==> src/rtl/serial_addsub_ctrl_if.sv <==
`default_nettype none
// ============================================================================
// Module      : serial_addsub_ctrl_if
// Description : Request/operand/result bundle for the bit-serial add/sub unit.
// Revision    : 1.0 - initial release
// ============================================================================
interface serial_addsub_ctrl_if #(
  parameter int WIDTH = 32
);
  logic             start;
  logic [WIDTH-1:0] A;
  logic [WIDTH-1:0] B;
  logic             sel;
  logic             busy;
  logic             done;
  logic [WIDTH-1:0] result;
  logic             cout;
  logic             overflow;

  modport master (
    output start, A, B, sel,
    input  busy, done, result, cout, overflow
  );

  modport slave (
    input  start, A, B, sel,
    output busy, done, result, cout, overflow
  );
endinterface
`default_nettype wire

==> src/rtl/serial_addsub_ctrl.sv <==
`default_nettype none
// ============================================================================
// Module      : serial_addsub_ctrl
// Description : Bit-serial two's complement adder/subtractor, one bit per
//               cycle LSB first through a single full-adder slice.
// Revision    : 1.0 - initial release
// ============================================================================
module serial_addsub_ctrl #(
  parameter int WIDTH = 32
) (
  input  wire logic          clk,
  input  wire logic          rst_n,
  serial_addsub_ctrl_if.slave bus
);

  localparam int              c_IW   = (WIDTH > 1) ? $clog2(WIDTH) : 1;
  localparam logic [c_IW-1:0] c_LAST = c_IW'(WIDTH - 1);

  typedef enum logic [1:0] {
    IDLE = 2'd0,
    RUN  = 2'd1,
    DONE = 2'd2
  } state_t;

  state_t           r_state;
  logic [WIDTH-1:0] r_a;
  logic [WIDTH-1:0] r_b;
  logic             r_sel;
  logic [c_IW-1:0]  r_idx;
  logic             r_carry;
  logic [WIDTH-1:0] r_result;
  logic             r_cout;
  logic             r_ovf;
  logic             r_busy;
  logic             r_done;

  logic w_a_bit;
  logic w_b_bit;
  logic w_sum;
  logic w_co;

  // Subtraction is A + ~B + 1: B is inverted by sel and the carry seeds with sel.
  assign w_a_bit = r_a[r_idx];
  assign w_b_bit = r_b[r_idx] ^ r_sel;
  assign w_sum   = w_a_bit ^ w_b_bit ^ r_carry;
  assign w_co    = (w_a_bit & w_b_bit) | (r_carry & (w_a_bit ^ w_b_bit));

  always_ff @(posedge clk or negedge rst_n) begin
    if (!rst_n) begin
      r_state  <= IDLE;
      r_a      <= '0;
      r_b      <= '0;
      r_sel    <= 1'b0;
      r_idx    <= '0;
      r_carry  <= 1'b0;
      r_result <= '0;
      r_cout   <= 1'b0;
      r_ovf    <= 1'b0;
      r_busy   <= 1'b0;
      r_done   <= 1'b0;
    end else begin
      case (r_state)
        IDLE, DONE: begin
          r_done <= 1'b0;
          if (bus.start) begin
            r_a      <= bus.A;
            r_b      <= bus.B;
            r_sel    <= bus.sel;
            r_idx    <= '0;
            r_carry  <= bus.sel;
            r_result <= '0;
            r_busy   <= 1'b1;
            r_state  <= RUN;
          end else begin
            r_state  <= IDLE;
          end
        end
        RUN: begin
          r_result[r_idx] <= w_sum;
          r_carry         <= w_co;
          if (r_idx == c_LAST) begin
            // r_carry here is the carry into the MSB slice.
            r_cout  <= w_co;
            r_ovf   <= r_carry ^ w_co;
            r_busy  <= 1'b0;
            r_done  <= 1'b1;
            r_state <= DONE;
          end else begin
            r_idx   <= r_idx + c_IW'(1);
          end
        end
        default: begin
          r_busy  <= 1'b0;
          r_done  <= 1'b0;
          r_state <= IDLE;
        end
      endcase
    end
  end

  assign bus.busy     = r_busy;
  assign bus.done     = r_done;
  assign bus.result   = r_result;
  assign bus.cout     = r_cout;
  assign bus.overflow = r_ovf;

endmodule
`default_nettype wire

==> src/flat_wrapper.sv <==
// flat-port wrapper written by rule: the top's interface ports become plain ports
module serial_addsub_ctrl_flat 
#(
  parameter int WIDTH = 32
)
  (clk, rst_n, bus_start, bus_A, bus_B, bus_sel, bus_busy, bus_done, bus_result, bus_cout, bus_overflow);
  serial_addsub_ctrl_if #(.WIDTH(WIDTH)) bus_i ();
  input  wire logic clk;
  input  wire logic rst_n;
  input wire logic [$bits(bus_i.start)-1:0] bus_start;
  input wire logic [$bits(bus_i.A)-1:0] bus_A;
  input wire logic [$bits(bus_i.B)-1:0] bus_B;
  input wire logic [$bits(bus_i.sel)-1:0] bus_sel;
  output wire logic [$bits(bus_i.busy)-1:0] bus_busy;
  output wire logic [$bits(bus_i.done)-1:0] bus_done;
  output wire logic [$bits(bus_i.result)-1:0] bus_result;
  output wire logic [$bits(bus_i.cout)-1:0] bus_cout;
  output wire logic [$bits(bus_i.overflow)-1:0] bus_overflow;
  assign bus_i.start = bus_start;
  assign bus_i.A = bus_A;
  assign bus_i.B = bus_B;
  assign bus_i.sel = bus_sel;
  assign bus_busy = bus_i.busy;
  assign bus_done = bus_i.done;
  assign bus_result = bus_i.result;
  assign bus_cout = bus_i.cout;
  assign bus_overflow = bus_i.overflow;
  serial_addsub_ctrl #(.WIDTH(WIDTH)) u_core (.clk(clk), .rst_n(rst_n), .bus(bus_i));
endmodule
==> config.mk <==
export PLATFORM = sky130hd
export DESIGN_NAME = serial_addsub_ctrl_flat
export DESIGN_NICKNAME = d
export VERILOG_FILES = /design/src/rtl/serial_addsub_ctrl_if.sv /design/src/rtl/serial_addsub_ctrl.sv /design/src/flat_wrapper.sv
export SDC_FILE = /design/constraint.sdc
export NUM_CORES = 1
export LEC_CHECK = 0
export ABC_AREA = 1
export BUFFER_PORTS_ARGS = -buffer_cell sky130_fd_sc_hd__buf_2
export CELL_PAD_IN_SITES_DETAIL_PLACEMENT = 1
export CELL_PAD_IN_SITES_GLOBAL_PLACEMENT = 2
export CORE_MARGIN = 2
export CORE_UTILIZATION = 29
export DETAILED_ROUTE_END_ITERATION = 12
export HOLD_SLACK_MARGIN = 0.15
export PLACE_DENSITY_LB_ADDON = 0.1
export SLEW_MARGIN = 0
export SYNTH_ARGS = -nofsm -noshare
export SYNTH_HDL_FRONTEND = slang
export SYNTH_SLANG_ARGS = --single-unit
export TNS_END_PERCENT = 1
==> constraint.sdc <==
create_clock -name clk -period 2.54 [get_ports clk]
set_clock_uncertainty 0.2 [all_clocks]
set_input_delay 0.381 -clock clk [delete_from_list [all_inputs] [get_ports clk]]
set_output_delay 0.381 -clock clk [all_outputs]
set_load 0.03 [all_outputs]
**Yosys cells after proc, flatten, opt, wreduce, memory -nomap -nowiden**

Cells that the tools add are included.

- Logic and storage cells: 58
- Bits of input ports: 68
- Register bits: 109
- Output and inout bits: 36

- Mux-type cells: 22
- Bitwise logic cells: 7
- Reduce and logical (&&, ||, !) cells: 9
- Add/sub/neg operators: 1
- Equality and inequality tests: 6
- Magnitude comparators: 2

Operator list:

| kind | number |
|---|---|
| case mux 32 bit (2 select lines) | 1 |
| bitwise mux 32 bit | 1 |
| two-way mux 32 bit | 1 |
| binary-select mux 1 bit (select 5 bit) | 2 |
| two-way mux 5 bit | 2 |
| case mux 5 bit (2 select lines) | 1 |
| two-way mux 1 bit | 9 |
| AND reduction 2 bit | 4 |
| less-than comparator 5 x 6 -> 1 bit, second input constant | 1 |
| adder 5 x 1 -> 5 bit, second input constant | 1 |
| demux 1 bit (select 5 bit) | 1 |
| == test 5 bit, second input constant | 1 |
| >= comparator 5 x 1 -> 1 bit, second input constant | 1 |
| != test 2 bit, second input constant | 2 |
| case mux 1 bit (2 select lines) | 2 |
| case mux 2 bit (2 select lines) | 1 |
| bitwise XOR 1 bit | 4 |
| AND reduction 3 bit | 1 |
| AND 1 bit | 2 |
| == test 2 x 1 -> 1 bit, second input constant | 1 |
| == test 2 bit, second input constant | 1 |
| logical NOT 2 bit | 1 |
| two-way mux 2 bit | 1 |
| != test 2 x 1 -> 1 bit, second input constant | 1 |
| other kinds (4) | 4 |

**Depth between registers and ports, before layout**

Gate-level depths: netlist of the first run.

- Depth after elaboration: 7
- Gate-level depth with buffers: 17
- Gate-level depth less buffers: 15

**Least setup slack after synthesis of the first run**

No wires, ideal clock.

- Path type: register to register
- From: reg u_core.r_idx[0]
- To: reg u_core.r_result[12] (netlist: u_core.bus.result[12])
- Cell stages (with the launch flop): 14
- Library setup time: 141 ps
- Data required time: 2199 ps
- Path buffers: 4
- Path slack: 45 ps
- Data arrival time: 2153 ps
- Period minus slack after synthesis: 2495 ps
- Cell sequence: dfrtp_1 -> buf_6 -> buf_6 -> buf_4 -> nor2_1 -> o22ai_1 -> nand2_1 -> nand2_1 -> nor2_1 -> nand2_1 -> fa_1 -> inv_1 -> clkbuf_1 -> a31oi_1

- Longest elaborated chain between the ends: 7
- Elaborated cells on any way between the ends: 14
- Those cells by class: 2 x order compare; 8 x mux; 3 x bitwise; 1 x reduce/logical

RTL lines:

| what | RTL line | RTL |
|---|---|---|
| start, declared | serial_addsub_ctrl.sv:29 | `logic [c_IW-1:0] r_idx;` |
| start signal, assigned | serial_addsub_ctrl.sv:89 | `r_idx <= r_idx + c_IW'(1);` |
| binary-select mux 1 bit (select 5 bit) | serial_addsub_ctrl.sv:44 | `assign w_b_bit = r_b[r_idx] ^ r_sel;` |
| two-way mux 1 bit (implied by the code) | serial_addsub_ctrl.sv:44 |  |
| bitwise XOR 1 bit | serial_addsub_ctrl.sv:44 |  |
| bitwise XOR 1 bit (2 in a row) | serial_addsub_ctrl.sv:45 | `assign w_sum = w_a_bit ^ w_b_bit ^ r_carry;` |
| bitwise mux 32 bit (*) | serial_addsub_ctrl.sv:79 | `r_result[r_idx] <= w_sum;` |
| case mux 32 bit (2 select lines) (*) | serial_addsub_ctrl.sv:62 | `case (r_state)` |
| end signal, assigned by index | serial_addsub_ctrl.sv:79 |  |
| end, declared | serial_addsub_ctrl.sv:31 | `logic [WIDTH-1:0] r_result;` |

Every way passes the cells marked *; elsewhere a longest branch is shown, timed or not. The select of a mux whose other input is x is not followed.
A chain may end at the register's enable or synchronous reset.

**Final worst setup path of the first run**

- From: reg u_core.r_idx[0]
- To: reg u_core.r_result[16] (netlist: u_core.bus.result[16])

The elaborated chain is that of the path after synthesis.

==> results.cfg, run 1 <==
[pwr]
p_leak_nw = 3.67
p_seq_share_pct = 33.0
peakVddDrop_uv = 765
p_sw_share_pct = 42.5
combPwrFrac_pct = 47.7
power.density_nw_per_um2 = 1150
p_int_mw = 4.64
p_total_mw = 8.06
power_switching_mw = 3.42
clockPowerShare_pct = 19.3

[place]
port_buffers = 103
place.gp.congestion = 0.752
hpwl_um = 10700
dpl-instance-area_um2 = 5950

[timing]
finalHoldViolCount = 0
setup_tns_ps = -340
fmax_ghz = 0.385
finalCriticalPeriod_ps = 2600
whs_ps = 284
period_share_pct = 102
slew_headroom_pct = 49.9
rsz0062_at_grt = true
worst_slew_pin_slew_ps = 752
slew_violations = 0
layout_setup_ws_ps = -56.5
setup_viol = 22

[global_route]
grt_usage_pct = 17.6
overflow = 0
grt_pass1_vias = 4944
grt_pass1_wl_um = 25400
grt_max_degree = 68
antenna_found_initial = 0

[route]
ant_nets = 0
drt-initial-drc-count = 232
viasPerCell = 4.58
route.detailed.drc = 0
wl_per_cell_um = 15.0
routed-via-count = 4738
wirelength_um = 15500
drtPass1Iterations = 4

[logic_synthesis]
synthArstFlopShare_pct = 100
synth_top_area_cell = dfrtp_1
ys_ff_latch = 108
synth_ff_type = dfrtp_1
yosysMostFrequentCell = nand2_1
synth.area.top_cells = dfrtp_1 (53%), nand2_1 (18%), o21ai_0 (5.8%)
synth_top_area_share_pct = 52.6
yosys_warnings = 0
ys_seq_area_share_pct = 52.6
synth_edf_count = 0
syn_nets = 707
synth.distinct_cells = 31
syn_avg_cell_area_um2 = 8.11
netlist_area_um2 = 5130
syn_inst = 633
synth_common_cells = nand2_1 (244), dfrtp_1 (108), o21ai_0 (59), inv_1 (51), nor2_1 (27)

[layout]
final_area_um2 = 7000
syn_to_final_growth_pct = 36.3
layout-drive-gt1-share_pct = 21.1
antenna_cells = 0
n_fill_cell = 2110
layout.nets = 878
final_core_util_pct = 40.5

[hold_path]
hp-class = register to register

[clocking]
cts_tree = done
clk_latency_ps = 360
htree_num_levels = 3
cts-root-buf = clkbuf_16
clock_path_buffers = 2
cts.sinks = 108
numCtsBuffers = 9
clkTransAtPathRegs_ps = 70

[critical_path]
arrival_ps = 2670
startpoint_type = register
worstPathRequired_ps = 2610
crit_fanout = 22
critPathKind = register to register
endpoint_kind = register

[floorplanning]
initial_utilization_pct = 29.7
die-area_um2 = 18800
pin_count = 104
rows = 48
die_w_um = 137
core_um2 = 17300
fp.dieH_um = 137

[flow_run]
maxCapViolCount = 0

[run_status]
violations = setup timing
status = finished, violations left
[cells in the final DEF (no fill, tap or decap), drive strengths merged]
cell type | Yosys | final
nand2 | 244 | 244
buf | 21 | 127
dfrtp | 108 | 108
dlygate4sd3 | 0 | 66
o21ai | 63 | 63
inv | 58 | 58
nor2 | 40 | 40
nand3 | 20 | 20
a22oi | 18 | 18
a31oi | 18 | 18
clkbuf | 13 | 12
o22ai | 8 | 8
a21oi | 8 | 8
ha | 5 | 5
bufinv | 0 | 3
nor3 | 3 | 3
clkinv | 1 | 2
o21a | 1 | 1
xor2 | 1 | 1
mux2 | 1 | 1
o211ai | 1 | 1
fa | 1 | 1
clkinvlp | 0 | 1
[layer usage]
metal  routed length, um  track usage, %
met1                7640            24.2
met4                 249            6.70
met5                   0               0
met2                7170            28.4
met3                 445            2.33
[path summary, 6_finish.rpt]
path | from | to | slack (ps) | cells past startpoint
worst min-delay path | u_core.r_a[0] | u_core.r_a[0] | 280 | 2
worst min register to register | u_core.r_a[0] | u_core.r_a[0] | 280 | 2
worst max-delay path | u_core.r_idx[0] | u_core.bus.result[16] | -60 | 14
worst max register to register | u_core.r_idx[0] | u_core.bus.result[16] | -60 | 14
min in group asynchronous | rst_n | u_core.r_b[11] | 360 | 2
max in group asynchronous | rst_n | u_core.bus.result[10] | 1080 | 3
[layout make-up]
type                    instances  area [um^2]  area share, %
repair buffers                193         1410           20.2
well taps                     225          282           4.02
repair inverters                1         11.3          0.161
clock buffers                  12          246           3.52
flip-flops and latches        108         2700           38.6
multi-input cells             432         2020           28.9
inverters                      59          250           3.57
clock inverters                 4         72.6           1.04
[sequential cells by signal, indices dropped and copies added (netlist names)]
register	cells
u_core.r_a	32
u_core.r_idx	5
u_core.bus.cout	1
u_core.bus.result	32
u_core.r_sel	1
u_core.bus.overflow	1
u_core.r_state	2
u_core.r_b	32
u_core.r_carry	1
u_core.bus.busy	1
[power by group through the flow]
stage	Sequential, mW	Clock, mW	Combinational [mW]
floorplan	2.75	0	2.29
global placement	2.68	0	3.53
detailed placement	2.69	0	3.64
CTS	2.67	1.61	3.83
global route	2.74	1.66	4.32
finish	2.66	1.56	3.85
[what timing repair did]
action                                  in CTS  in global routing
gates cloned                                 1                  0
resized for setup                            3                 11
buffers inserted                             1                  0
endpoints found under the hold margin      105                  0
endpoints found under the setup margin      33                 35
hold buffers                                66                  0
[kinds of logic after synthesis]
logic type,Yosys count,synth area share (%)
AOI/OAI and AO/OA,117,13.2
xor gates and xnor gates,1,0.171
adders and majority gates,6,1.61
buffers and inverters,93,8.21
DFF,108,52.6
muxes,1,0.219
and+or+nand+nor,307,23.9
[metrics by stage]
step | cells | setup WS (ps)
detailed placement | 950 | -116
global placement | 950 | -36.5
finish | 1034 | -56.5
CTS | 1034 | -50.3
floorplan | 633 | 45.3
global route | 1034 | -219
[critical path: stages (launching register included)]
cell,delay [ps]
dfrtp_2,470
bufinv_16,250
nand2_1,60
nand3_1,60
nand2_1,80
nand2_1,90
nand2_1,70
nor2_2,100
nand3_1,70
nand2_1,70
inv_1,50
fa_2,550
inv_2,60
buf_12,150
o21ai_0,170
Power figures use the tool's default switching activity.
==> run 2: changes to the inputs <==
Settings changed: ABC_AREA 1 to default, CORE_UTILIZATION 29 to 30, SKIP_LAST_GASP from default to 1.
==> run 2 against run 1 <==
Largest cell class unchanged. Highest routed layer unchanged. First-iteration DRC count shrank 35%. Register-to-register slack got worse by 210 ps. Largest power group unchanged. The run still ends with setup timing left. Cell area down 0.18%.
==> results.cfg, run 2 <==
[floorplanning]
initial_utilization_pct = 30.5
rows = 47
die_w_um = 134
die-area_um2 = 17900
core_um2 = 16500
fp.dieH_um = 134
pin_count = 104

[route]
ant_nets = 0
wirelength_um = 15500
drt-initial-drc-count = 151
drtPass1Iterations = 4
route.detailed.drc = 0
viasPerCell = 4.69
routed-via-count = 4418
wl_per_cell_um = 16.5

[clocking]
cts_tree = done
clk_latency_ps = 360
cts-root-buf = clkbuf_16
cts.sinks = 108
clock_path_buffers = 2
htree_num_levels = 3
postCtsSetupBuffers = 0
clkTransAtPathRegs_ps = 70
numCtsBuffers = 9

[critical_path]
cp_slowest_stage_delay_ps = 650
critPathKind = register to register
crit_chain = buf_6 > mux4_2 > a22oi_1 > nand4_1 > fa_2 > clkbuf_16 > nand3_1 > nand2_1
startpoint_type = register
crit_fanout = 16
endpoint_kind = register
arrival_ps = 2900
worstPathRequired_ps = 2630
slowest_stage = fa_2

[logic_synthesis]
syn_inst = 541
syn_nets = 615
yosys_warnings = 0
ys_seq_area_share_pct = 53.6
synth_ff_type = dfrtp_1
ys_ff_latch = 108
synth_common_cells = nand2_1 (237), dfrtp_1 (108), nand3_1 (33), o211ai_1 (32), clkbuf_1 (23)
synth_top_area_share_pct = 53.6
synthArstFlopShare_pct = 100
synth_top_area_cell = dfrtp_1
netlist_area_um2 = 5040
syn_avg_cell_area_um2 = 9.32
synth_edf_count = 0
synth.distinct_cells = 40
synth.area.top_cells = dfrtp_1 (54%), nand2_1 (18%), o211ai_1 (4.8%)
yosysMostFrequentCell = nand2_1

[timing]
slew_headroom_pct = 63.7
finalCriticalPeriod_ps = 2810
layout_setup_ws_ps = -265
slew_violations = 0
finalHoldViolCount = 0
worst_slew_pin_slew_ps = 544
fmax_ghz = 0.356
setup_viol = 33
rsz0062_at_grt = true
period_share_pct = 110

[run_status]
status = finished, violations left
violations = setup timing

[place]
dpl-instance-area_um2 = 5970
hpwl_um = 10700
place.gp.congestion = 0.768
placedCellCount = 859
port_buffers = 103

[layout]
n_fill_cell = 1889
final_area_um2 = 6990
finalNonFillerCells = 942
layout.nets = 791
antenna_cells = 0
layout-drive-gt1-share_pct = 24.1
mostFrequentLayoutCell = nand2_1
layout_common_cells = nand2_1 (237), dfrtp_1 (108), buf_2 (102)
syn_to_final_growth_pct = 38.7

[flow_run]
maxCapViolCount = 0

[global_route]
grt_pass1_vias = 4636
overflow = 0
grt_max_degree = 50
antenna_found_initial = 0
grt_pass1_wl_um = 25300
grt_usage_pct = 18.3

[pwr]
p_leak_nw = 3.61
peakVddDrop_uv = 1100
power.density_nw_per_um2 = 1370

[hold_path]
hp-class = primary input to register
==> run 2: where the power goes <==
| part | total [mW] | leakage [nW] | switching (mW) | internal [mW] |
|---|---|---|---|---|
| registers | 2.93 | 1.38 | 0.455 | 2.47 |
| clock network | 1.38 | 0.138 | 0.630 | 0.745 |
| logic | 5.29 | 2.10 | 3.12 | 2.17 |
| total | 9.59 | 3.61 | 4.21 | 5.38 |
==> run 2: worst max-delay path: cells and delay by family (launching register included) <==
| kind | cells | cell delay (ps) |
|---|---|---|
| compound gates | 1 | 210 |
| fa+ha+maj | 1 | 650 |
| buf+inv | 2 | 390 |
| flops | 1 | 400 |
| mux | 1 | 560 |
| simple gates | 3 | 340 |
==> run 2: routing by layer <==
layer / global-route usage, % / vias up / routed length [um]
met5: 0 / - / 0
met4: 3.01 / 0 / 106
met3: 4.11 / 12 / 559
met2: 31.6 / 92 / 7780
met1: 24.0 / 2159 / 7080
li1: - / 2155 / -
==> run 2: path summary, 6_finish.rpt <==
check                                      from                     to  slack, ps  cells after the start
worst max-delay path            u_core.r_idx[0]  u_core.bus.result[14]       -270                      8
worst min-delay path                  bus_start        u_core.bus.busy        180                      3
worst max register to register  u_core.r_idx[0]  u_core.bus.result[14]       -270                      8
worst min register to register   u_core.r_a[19]         u_core.r_a[19]        270                      2
max in group asynchronous                 rst_n         u_core.r_a[28]       1090                      3
min in group asynchronous                 rst_n   u_core.bus.result[5]        330                      2
==> run 2: repair_timing <==
| action | 4_1_cts | 5_1_grt |
|---|---|---|
| cloned | 0 | 1 |
| resized for setup | 1 | 9 |
| setup endpoints to repair | 35 | 35 |
| pin swaps | 1 | 1 |
| hold buffers | 66 | 0 |
| hold endpoints to repair | 100 | 0 |
==> run 2: final cells by class <==
class	count	area (um^2)	share of cell area [%]
clock buffers	13	270	3.87
multi-input cells	389	2190	31.3
inverters	4	15.0	0.215
clock inverters	3	20.0	0.286
well taps	220	275	3.94
flip-flops and latches	108	2700	38.7
repair buffers	205	1520	21.7
==> run 2: cell families (layout without fill, tap and decap cells) <==
kind of cell,Yosys count,count (layout),share of synthesized area [%]
AO/OA/AOI/OAI,53,53,7.65
XOR/XNOR,3,3,0.521
adder cells (fa/ha/maj),6,6,1.64
buffers and inverters,44,225,3.92
flip-flops,108,108,53.6
multiplexers,26,26,7.72
AND/OR/NAND/NOR,301,301,24.9
==> run 2: per-stage QoR <==
stage | power (mW) | setup WS, ps | setup TNS, ps | util, % | hold WS (ps)
after global routing | 10.3 | -421 | -13470 | 42.3 | 207
after global placement | 7.63 | -262 | -8260 | 36.1 | 185
final | 9.59 | -265 | -7810 | 42.3 | 184
after CTS | 9.22 | -273 | -8480 | 41.9 | 175
after detailed placement | 7.73 | -289 | -9090 | 36.1 | 185
after floorplan | 6.05 | -124 | -3470 | - | -115
